### config.mk
export PLATFORM = sky130hd
export DESIGN_NAME = wfg_wishbone_master
export DESIGN_NICKNAME = d
export VERILOG_FILES = /design/src/rtl/wfg_wishbone_master_pkg.sv /design/src/rtl/wfg_wishbone_master_timeout.sv /design/src/rtl/wfg_wishbone_master.sv
export SDC_FILE = /design/constraint.sdc
export NUM_CORES = 1
export LEC_CHECK = 0
export ABC_AREA = 1
export CAP_MARGIN = 20
export CORE_UTILIZATION = 41
export CTS_CLUSTER_SIZE = 12
export DETAILED_ROUTE_END_ITERATION = 7
export PLACE_DENSITY = 0.8
export SYNTH_ARGS = -nofsm -noshare
export SYNTH_HDL_FRONTEND = slang
export SYNTH_HIERARCHICAL = 1
export SYNTH_SLANG_ARGS = --single-unit
### constraint.sdc
create_clock -name wb_clk_i -period 1.55 [get_ports wb_clk_i]
set_input_delay 0.31 -clock wb_clk_i [delete_from_list [all_inputs] [get_ports wb_clk_i]]
set_output_delay 0.31 -clock wb_clk_i [all_outputs]
set_load 0.01 [all_outputs]
### src/rtl/wfg_wishbone_master_pkg.sv
// Shared types for the wfg Wishbone single-transfer initiator.
// The response bundle carries WB_DAT_W-bit data (BUSW must not exceed it).
package wfg_wishbone_master_pkg;

  localparam int unsigned TIMEOUT_W = 8;
  localparam int unsigned WB_DAT_W  = 32;

  typedef enum logic [1:0] {
    IDLE,
    BUS,
    RESP
  } wb_master_state_t;

  typedef struct packed {
    logic [WB_DAT_W-1:0] dat;
    logic                err;
  } wb_master_rsp_t;

endpackage

### src/rtl/wfg_wishbone_master_timeout.sv
// Ack-wait counter for wfg_wishbone_master.
// Built only when WFG_WB_MASTER_TIMEOUT_EN is defined.
module wfg_wishbone_master_timeout
  import wfg_wishbone_master_pkg::*;
#(
  parameter int unsigned LIMIT = 16
) (
  input  logic wb_clk_i,
  input  logic wb_rst_i,
  input  logic clear,
  input  logic enable,
  output logic expired
);

  logic [TIMEOUT_W-1:0] cnt_q;

  always_ff @(posedge wb_clk_i) begin
    if (wb_rst_i || clear) begin
      cnt_q <= '0;
    end else if (enable) begin
      cnt_q <= cnt_q + 1'b1;
    end
  end

  // Fires on the cycle whose increment would reach LIMIT.
  assign expired = enable &&
                   (cnt_q == TIMEOUT_W'(LIMIT - 1));

endmodule

### src/rtl/wfg_wishbone_master.sv
// Wishbone classic single-transfer initiator (IDLE/BUS/RESP).
// Optional ack timeout: define WFG_WB_MASTER_TIMEOUT_EN.
module wfg_wishbone_master
  import wfg_wishbone_master_pkg::*;
#(
  parameter int unsigned BUSW           = 32,
  parameter int unsigned TIMEOUT_CYCLES = 16
) (
  input  logic              wb_clk_i,
  input  logic              wb_rst_i,
  input  logic              cmd_valid_i,
  output logic              cmd_ready_o,
  input  logic              cmd_we_i,
  input  logic [BUSW-1:0]   cmd_adr_i,
  input  logic [BUSW-1:0]   cmd_dat_i,
  input  logic [BUSW/8-1:0] cmd_sel_i,
  output logic              rsp_valid_o,
  input  logic              rsp_ready_i,
  output logic [BUSW-1:0]   rsp_dat_o,
  output logic              rsp_err_o,
  output logic              wbm_cyc_o,
  output logic              wbm_stb_o,
  output logic              wbm_we_o,
  output logic [BUSW/8-1:0] wbm_sel_o,
  output logic [BUSW-1:0]   wbm_adr_o,
  output logic [BUSW-1:0]   wbm_dat_o,
  input  logic              wbm_ack_i,
  input  logic [BUSW-1:0]   wbm_dat_i
);

  localparam int unsigned SELW = BUSW / 8;

  if (TIMEOUT_CYCLES < 1 || TIMEOUT_CYCLES > 255 ||
      BUSW > WB_DAT_W || BUSW % 8 != 0) begin : g_bad_cfg
    $error("wfg_wishbone_master: bad parameters");
  end

  wb_master_state_t  state_q, state_d;
  wb_master_rsp_t    rsp_q, rsp_d;
  logic              rsp_valid_q, rsp_valid_d;
  logic              cyc_q, cyc_d;
  logic              we_q, we_d;
  logic [SELW-1:0]   sel_q, sel_d;
  logic [BUSW-1:0]   adr_q, adr_d;
  logic [BUSW-1:0]   dat_q, dat_d;
  logic              to_expired;

`ifdef WFG_WB_MASTER_TIMEOUT_EN
  wfg_wishbone_master_timeout #(
    .LIMIT(TIMEOUT_CYCLES)
  ) u_timeout (
    .wb_clk_i(wb_clk_i),
    .wb_rst_i(wb_rst_i),
    .clear   (state_q != BUS),
    .enable  (state_q == BUS && !wbm_ack_i),
    .expired (to_expired)
  );
`else
  assign to_expired = 1'b0;
`endif

  always_comb begin
    state_d     = state_q;
    rsp_d       = rsp_q;
    rsp_valid_d = rsp_valid_q;
    cyc_d       = cyc_q;
    we_d        = we_q;
    sel_d       = sel_q;
    adr_d       = adr_q;
    dat_d       = dat_q;
    unique case (state_q)
      IDLE: begin
        if (cmd_valid_i) begin
          we_d    = cmd_we_i;
          sel_d   = cmd_sel_i;
          adr_d   = cmd_adr_i;
          dat_d   = cmd_dat_i;
          cyc_d   = 1'b1;
          state_d = BUS;
        end
      end
      BUS: begin
        // Ack outranks a timeout landing in the same cycle.
        if (wbm_ack_i) begin
          rsp_d.dat   = we_q ? '0 : WB_DAT_W'(wbm_dat_i);
          rsp_d.err   = 1'b0;
          rsp_valid_d = 1'b1;
          cyc_d       = 1'b0;
          state_d     = RESP;
        end else if (to_expired) begin
          rsp_d.dat   = '0;
          rsp_d.err   = 1'b1;
          rsp_valid_d = 1'b1;
          cyc_d       = 1'b0;
          state_d     = RESP;
        end
      end
      RESP: begin
        if (rsp_ready_i) begin
          rsp_valid_d = 1'b0;
          state_d     = IDLE;
        end
      end
      default: state_d = IDLE;
    endcase
  end

  always_ff @(posedge wb_clk_i) begin
    if (wb_rst_i) begin
      state_q     <= IDLE;
      rsp_q       <= '0;
      rsp_valid_q <= 1'b0;
      cyc_q       <= 1'b0;
      we_q        <= 1'b0;
      sel_q       <= '0;
      adr_q       <= '0;
      dat_q       <= '0;
    end else begin
      state_q     <= state_d;
      rsp_q       <= rsp_d;
      rsp_valid_q <= rsp_valid_d;
      cyc_q       <= cyc_d;
      we_q        <= we_d;
      sel_q       <= sel_d;
      adr_q       <= adr_d;
      dat_q       <= dat_d;
    end
  end

  assign cmd_ready_o = (state_q == IDLE) && !wb_rst_i;
  assign rsp_valid_o = rsp_valid_q;
  assign rsp_dat_o   = BUSW'(rsp_q.dat);
  assign rsp_err_o   = rsp_q.err;
  assign wbm_cyc_o   = cyc_q;
  assign wbm_stb_o   = cyc_q;
  assign wbm_we_o    = we_q;
  assign wbm_sel_o   = sel_q;
  assign wbm_adr_o   = adr_q;
  assign wbm_dat_o   = dat_q;

endmodule

==> flow_summary.json, run 1 <==
{
  "path_cells": "inv_1, nand2_1, nor2_1, clkbuf_2",
  "rsz0062_at_grt": "no",
  "fin_crit_sh_pct": 89.9,
  "status": "finished clean",
  "gr-total-overflow": 0,
  "reg2regPathDepth": 7,
  "nNetsFinal": 997,
  "fp.coreArea_um2": 10500,
  "power_leakage_nw": 3.74,
  "yosysWarnings": 6,
  "synthFlopType": "dfxtp_1",
  "syn_inst": 695,
  "final_antenna_net_count": 0,
  "avgViaCountPerCell": 4.46,
  "clockBufferDepth": 2,
  "r2r_start": "state_q[1]",
  "routed_wl_um": 11900,
  "dr_total_vias": 4606,
  "fp-row-count": 37,
  "portBuffers": 210,
  "start_kind": "register",
  "drc": 0,
  "slowest_stage": "dfxtp_1",
  "numCtsBuffers": 9,
  "finalCriticalPeriod_ps": 1390,
  "area.growth.synth_to_final_pct": 52.4,
  "ys_seq_area_share_pct": 46.6,
  "initial_core_util_pct": 42.9,
  "drive_gt1_share_pct": 5.02,
  "path_clk_slew_ps": 100,
  "n_fill_cell": 987,
  "r2r_slack_ps": 250,
  "cts.sinks": 105,
  "critPathTopFamily": "flip-flops",
  "hold_start": "cmd_valid_i",
  "grt_max_degree": 56,
  "dp_hpwl_um": 8370,
  "dr.pass1.iters": 6,
  "syn_area_um2": 4510,
  "die-area_um2": 11400,
  "final_util_pct": 65.4,
  "ir_drop_mv": 0.485,
  "grt_antenna_before_repair": 0,
  "cts_tree": "done",
  "clock_latency_ps": 350,
  "fp.dieW_um": 107,
  "die_y_um": 107,
  "groute.usage.overall_pct": 20.9,
  "holdWs_ps": 328,
  "drv_slew": 0,
  "fmax_ghz": 0.718,
  "antenna_cells": 0,
  "clock_skew_ps": 10.2,
  "drt_iter0_drc": 264,
  "async_flop_share_pct": 0,
  "pin_count": 212,
  "seq_area_um2": 2100,
  "drv_cap": 0,
  "cts-hold-fix-buffers": 0,
  "syn_area_per_cell_um2": 6.49,
  "clockRootBuffer": "clkbuf_8",
  "total_power_mw": 6.24,
  "crit_type": "reg -> out",
  "hold_path_class": "in -> reg",
  "cp.buffers_inverters": 2,
  "r2r-end": "wbm_dat_o[23]",
  "max_stage_delay_ps": 330,
  "multi_input_area_um2": 1790,
  "ys_ff_latch": 105,
  "critPathMaxFanout": 2,
  "worstHoldPathCells": 3,
  "routedWlPerCell_um": 11.6,
  "synth-edff-count": 0,
  "whs_endpoint": "wbm_cyc_o",
  "p_per_area_nw_per_um2": 907,
  "critPathCaptureType": "output pin",
  "critPathArrivalTime_ps": 1080,
  "finalHoldViolCount": 0,
  "crit_required_ps": 1240,
  "setup_viol": 0,
  "synth_fp_nets": 801,
  "post_cts_buffers": 0,
  "first_global_vias": 4158,
  "htreeDepth": 3,
  "grt_pass1_wl_um": 19400,
  "yosys.cell_types.count": 16,
  "gp_congestion": 0.771
}
[worst max path at each step]
stage                      startpoint            end  slack [ps]  cells past startpoint
after floorplan           cmd_valid_i  wbm_adr_o[24]         340                      6
after global placement       wb_rst_i    cmd_ready_o        -250                      3
after detailed placement     wb_rst_i    cmd_ready_o        -220                      3
after CTS                  state_q[1]    cmd_ready_o          20                      4
after global routing       state_q[1]    cmd_ready_o          90                      4
final                      state_q[1]    cmd_ready_o         160                      4
[power by group]
| part | switching, mW | internal [mW] | leakage (nW) |
|---|---|---|---|
| clock | 0.969 | 0.766 | 0.102 |
| sequential | 0.0982 | 2.92 | 0.867 |
| combinational | 0.750 | 0.735 | 2.77 |
[metal layers]
metal	vias to the layer above	GRT usage (%)	routed length (um)
met3	11	6.75	980
met4	0	5.19	115
met2	140	35.5	5710
li1	2441	-	-
met5	-	0	0
met1	2014	25.4	5130
[flip-flops by register name, summed over array words and instances (netlist names)]
name	cells
rsp_valid_o	1
wbm_adr_o	32
wbm_we_o	1
state_q	2
wbm_cyc_o	1
rsp_dat_o	32
wbm_dat_o	32
wbm_sel_o	4
[tightest hold or removal path, cell delays in order]
cell and delay [ps]:
buf_2 130, nand2_1 130, a21oi_1 80
[layout by cell type, fill, tap and decap left out]
cell,netlist,final
a21oi_1,19,19
buf_12,0,7
buf_2,16,1
buf_4,3,14
bufinv_16,0,1
clkbuf_2,0,1
clkbuf_8,0,9
clkdlybuf4s50_1,0,104
clkinv_2,0,2
clkinvlp_4,0,1
conb_1,1,1
dfxtp_1,105,104
dfxtp_2,0,1
dlygate4sd2_1,0,104
inv_1,106,105
inv_2,1,2
inv_6,0,2
inv_8,0,1
nand2_1,155,155
nand3_1,88,87
nand3_2,0,1
nand3b_1,1,1
nor2_1,171,171
nor2_2,1,1
nor2_4,1,1
[metrics by stage]
stage,instances,TNS (ps),worst slack (ps),cell area (um^2)
after floorplan,695,0,343,4510
after global placement,1016,-6270,-247,6810
after detailed placement,1016,-5310,-223,6810
after CTS,1032,0,16.6,6880
after global routing,1032,0,87.0,6880
final,1032,0,157,6880
[synthesized netlist by cell type, types with 2 or more instances]
cell,number,area (um^2)
nor2_1,171,642
nand2_1,155,582
inv_1,106,398
dfxtp_1,105,2100
nand3_1,88,440
a21oi_1,19,95.1
buf_2,16,80.1
clkbuf_1,15,56.3
buf_1,10,37.5
buf_4,3,22.5
buf_6,2,22.5
[what timing repair did]
action	in CTS	in global routing
endpoints found under the hold margin	0	0
resized for setup	107	1
endpoints found under the setup margin	105	1
pin swaps	0	0
[logic make-up after synthesis]
logic type	after synthesis	share of synthesized area (%)
AOI/OAI and AO/OA	19	2.11
DFF	105	46.6
and+or+nand+nor	417	37.4
other	1	0.0831
buffers and inverters	153	13.8
[final cells by class]
cell class	instances	share of cell area, %
sequential	105	30.6
inverter	107	5.84
tap	136	2.47
multi-input combinational	437	26.1
clock inverter	7	1.11
clock buffer	9	1.80
timing repair buffer	231	32.1
Power figures use the tool's default switching activity.
==> run 2, diff against run 1 <==
Settings changed: SYNTH_HIERARCHICAL 1 to unset, TNS_END_PERCENT set to 5.
==> results of run 2 <==
The final DEF is identical to that of run 1; final timing and power are the same.
Main changes from that run: Yosys warning count 6 -> 0
==> run 3, diff against run 2 <==
Settings changed: ABC_AREA 1 to unset, CORE_UTILIZATION 41 to 42.
==> run 3 against run 2 <==
Net effect:
- routed wire length grew 0.90%
- sequential share of layout area shrank 2.7 points
- synthesized area grew 7.6%
- synthesized cell count shrank 33%
- via count shrank 17%
- total power grew 7.8%
- first-iteration DRC count shrank 58%
- critical endpoint is now rsp_dat_o[7]
==> flow_summary.json, run 3 <==
{
  "clockRootBuffer": "clkbuf_16",
  "gr-total-overflow": 0,
  "start_kind": "register",
  "syn_area_um2": 4850,
  "fp-row-count": 38,
  "finalHoldViolCount": 0,
  "crit_required_ps": 1240,
  "finalCriticalPeriod_ps": 1530,
  "syn_inst": 463,
  "async_flop_share_pct": 0,
  "fmax_ghz": 0.655,
  "p_per_area_nw_per_um2": 891,
  "yosys.area.top_type": "dfxtp_1",
  "path_clk_slew_ps": 70,
  "yosysWarnings": 0,
  "path_cells": "clkdlybuf4s50_1",
  "drt_iter0_drc": 112,
  "status": "finished clean",
  "die-area_um2": 12000,
  "gp_congestion": 0.725,
  "yosysTopAreaCellShare_pct": 43.3,
  "rsz0062_at_grt": "no",
  "dp_hpwl_um": 8700,
  "numCtsBuffers": 9,
  "routed_wl_um": 12000,
  "final_antenna_net_count": 0,
  "first_global_vias": 3954,
  "endpoint": "rsp_dat_o[7]",
  "ys_seq_area_share_pct": 43.3,
  "ir_drop_mv": 0.674,
  "r2r-end": "wbm_dat_o[0]",
  "htreeDepth": 3,
  "final_util_pct": 68.4,
  "groute.usage.overall_pct": 20.1,
  "initial_core_util_pct": 44.0,
  "avgViaCountPerCell": 4.73,
  "pin_count": 212,
  "drc": 0,
  "max_stage_delay_ps": 560,
  "cp.buffers_inverters": 1,
  "drv_cap": 0,
  "critPathTopFamily": "buffers and inverters",
  "setup_viol": 0,
  "clockBufferDepth": 2,
  "drive_gt1_share_pct": 9.12,
  "slowest_stage": "clkdlybuf4s50_1",
  "nNetsFinal": 770,
  "cts.sinks": 105,
  "clock_latency_ps": 330,
  "synth_fp_nets": 569,
  "critPathMaxFanout": 2,
  "r2r_start": "state_q[1]",
  "critPathCaptureType": "output pin",
  "postLayoutSetupSlackWorst_ps": 22.6,
  "grt_pass1_wl_um": 18800,
  "critPathArrivalTime_ps": 1220,
  "grt_max_degree": 113,
  "pre_cts_slack_ps": -166,
  "crit_cells": 1,
  "antenna_cells": 0,
  "clock_skew_ps": 10.1,
  "netlist_top_cells_count": "nand2b_1, dfxtp_1, mux2i_1",
  "synthFlopType": "dfxtp_1",
  "cts_tree": "done",
  "crit_type": "reg -> out",
  "syn_area_per_cell_um2": 10.5,
  "reg2regPathDepth": 5,
  "area.growth.synth_to_final_pct": 55.5,
  "synth-edff-count": 0,
  "r2r_slack_ps": 220,
  "grt_antenna_before_repair": 0,
  "yosys.cell_types.count": 21,
  "hold_path_class": "reg -> reg",
  "fin_crit_sh_pct": 98.5,
  "power_leakage_nw": 4.07,
  "final_cell_mix": "nand2b_1, clkdlybuf4s50_1, dfxtp_1, mux2i_1, dlymetal6s2s_1",
  "drv_slew": 0,
  "dr.pass1.iters": 4,
  "fp.coreArea_um2": 11000,
  "dr_total_vias": 3829,
  "portBuffers": 210,
  "ys_ff_latch": 105,
  "routedWlPerCell_um": 14.9,
  "mostFrequentLayoutCell": "nand2b_1",
  "cp-startpoint": "rsp_dat_o[7]",
  "die_y_um": 110,
  "yosysMostFrequentCell": "nand2b_1",
  "synth_area_leaders": "dfxtp_1, nand2b_1, mux2i_1, or3b_2, or3b_1",
  "fp.dieW_um": 110
}
==> run 3: layer usage <==
layer,track usage [%],vias up,wire [um]
li1,-,1905,-
met1,22.0,1781,4740
met2,37.0,129,6150
met3,5.81,14,971
met4,6.57,0,180
met5,0,-,0
==> run 3: layout make-up <==
type                            instances  area (um^2)
Multi-Input combinational cell        317         2470
Inverter                                1         3.75
Fill cell                             897         3480
Timing Repair Buffer                  230         2470
Clock buffer                           12          256
Sequential cell                       105         2100
Tap cell                              140          175
Clock inverter                          4         73.8
==> run 3: cells by family (layout without fill, tap and decap cells) <==
family,after synthesis,in the layout,share of synthesized area [%]
other,1,1,0.0772
DFF,105,105,43.3
buffers and inverters,41,247,5.98
muxes,101,101,20.8
and+or+nand+nor,210,210,29.0
AOI/OAI and AO/OA,5,5,0.825
==> run 3: how the worst min path moves through the flow <==
stage | start | end | cells after the start
after floorplan | cmd_adr_i[31] | wbm_adr_o[31] | 2
after global placement | wbm_adr_o[6] | wbm_adr_o[6] | 2
after detailed placement | rsp_dat_o[7] | rsp_dat_o[7] | 2
after CTS | rsp_dat_o[16] | rsp_dat_o[16] | 2
after global routing | wbm_adr_o[4] | wbm_adr_o[4] | 2
final | rsp_dat_o[16] | rsp_dat_o[16] | 2
==> run 3: report_power, final <==
group          switching (mW)  internal (mW)
Sequential             0.0930           2.87
Combinational           0.492          0.803
Clock                   0.956           1.51
Total                    1.54           5.18
==> run 3: timing repair <==
item | in CTS | in global routing
setup endpoints to repair | 20 | 72
resized for setup | 20 | 72
hold buffers | 0 | 0
setup buffers | 0 | 0
pin swaps | 0 | 0
==> run 3: per-stage QoR <==
| step | total power [mW] | cell area [um^2] | hold WS [ps] | cells | TNS, ps |
|---|---|---|---|---|---|
| 2_1_floorplan | 3.66 | 4850 | 465 | 463 | 0 |
| 3_3_place_gp | 4.35 | 7060 | 457 | 793 | -4040 |
| 3_5_place_dp | 4.38 | 7060 | 460 | 793 | -6870 |
| 4_1_cts | 6.85 | 7370 | 475 | 809 | 0 |
| 5_1_grt | 7.01 | 7550 | 493 | 809 | 0 |
| 6_report | 6.72 | 7550 | 469 | 809 | 0 |
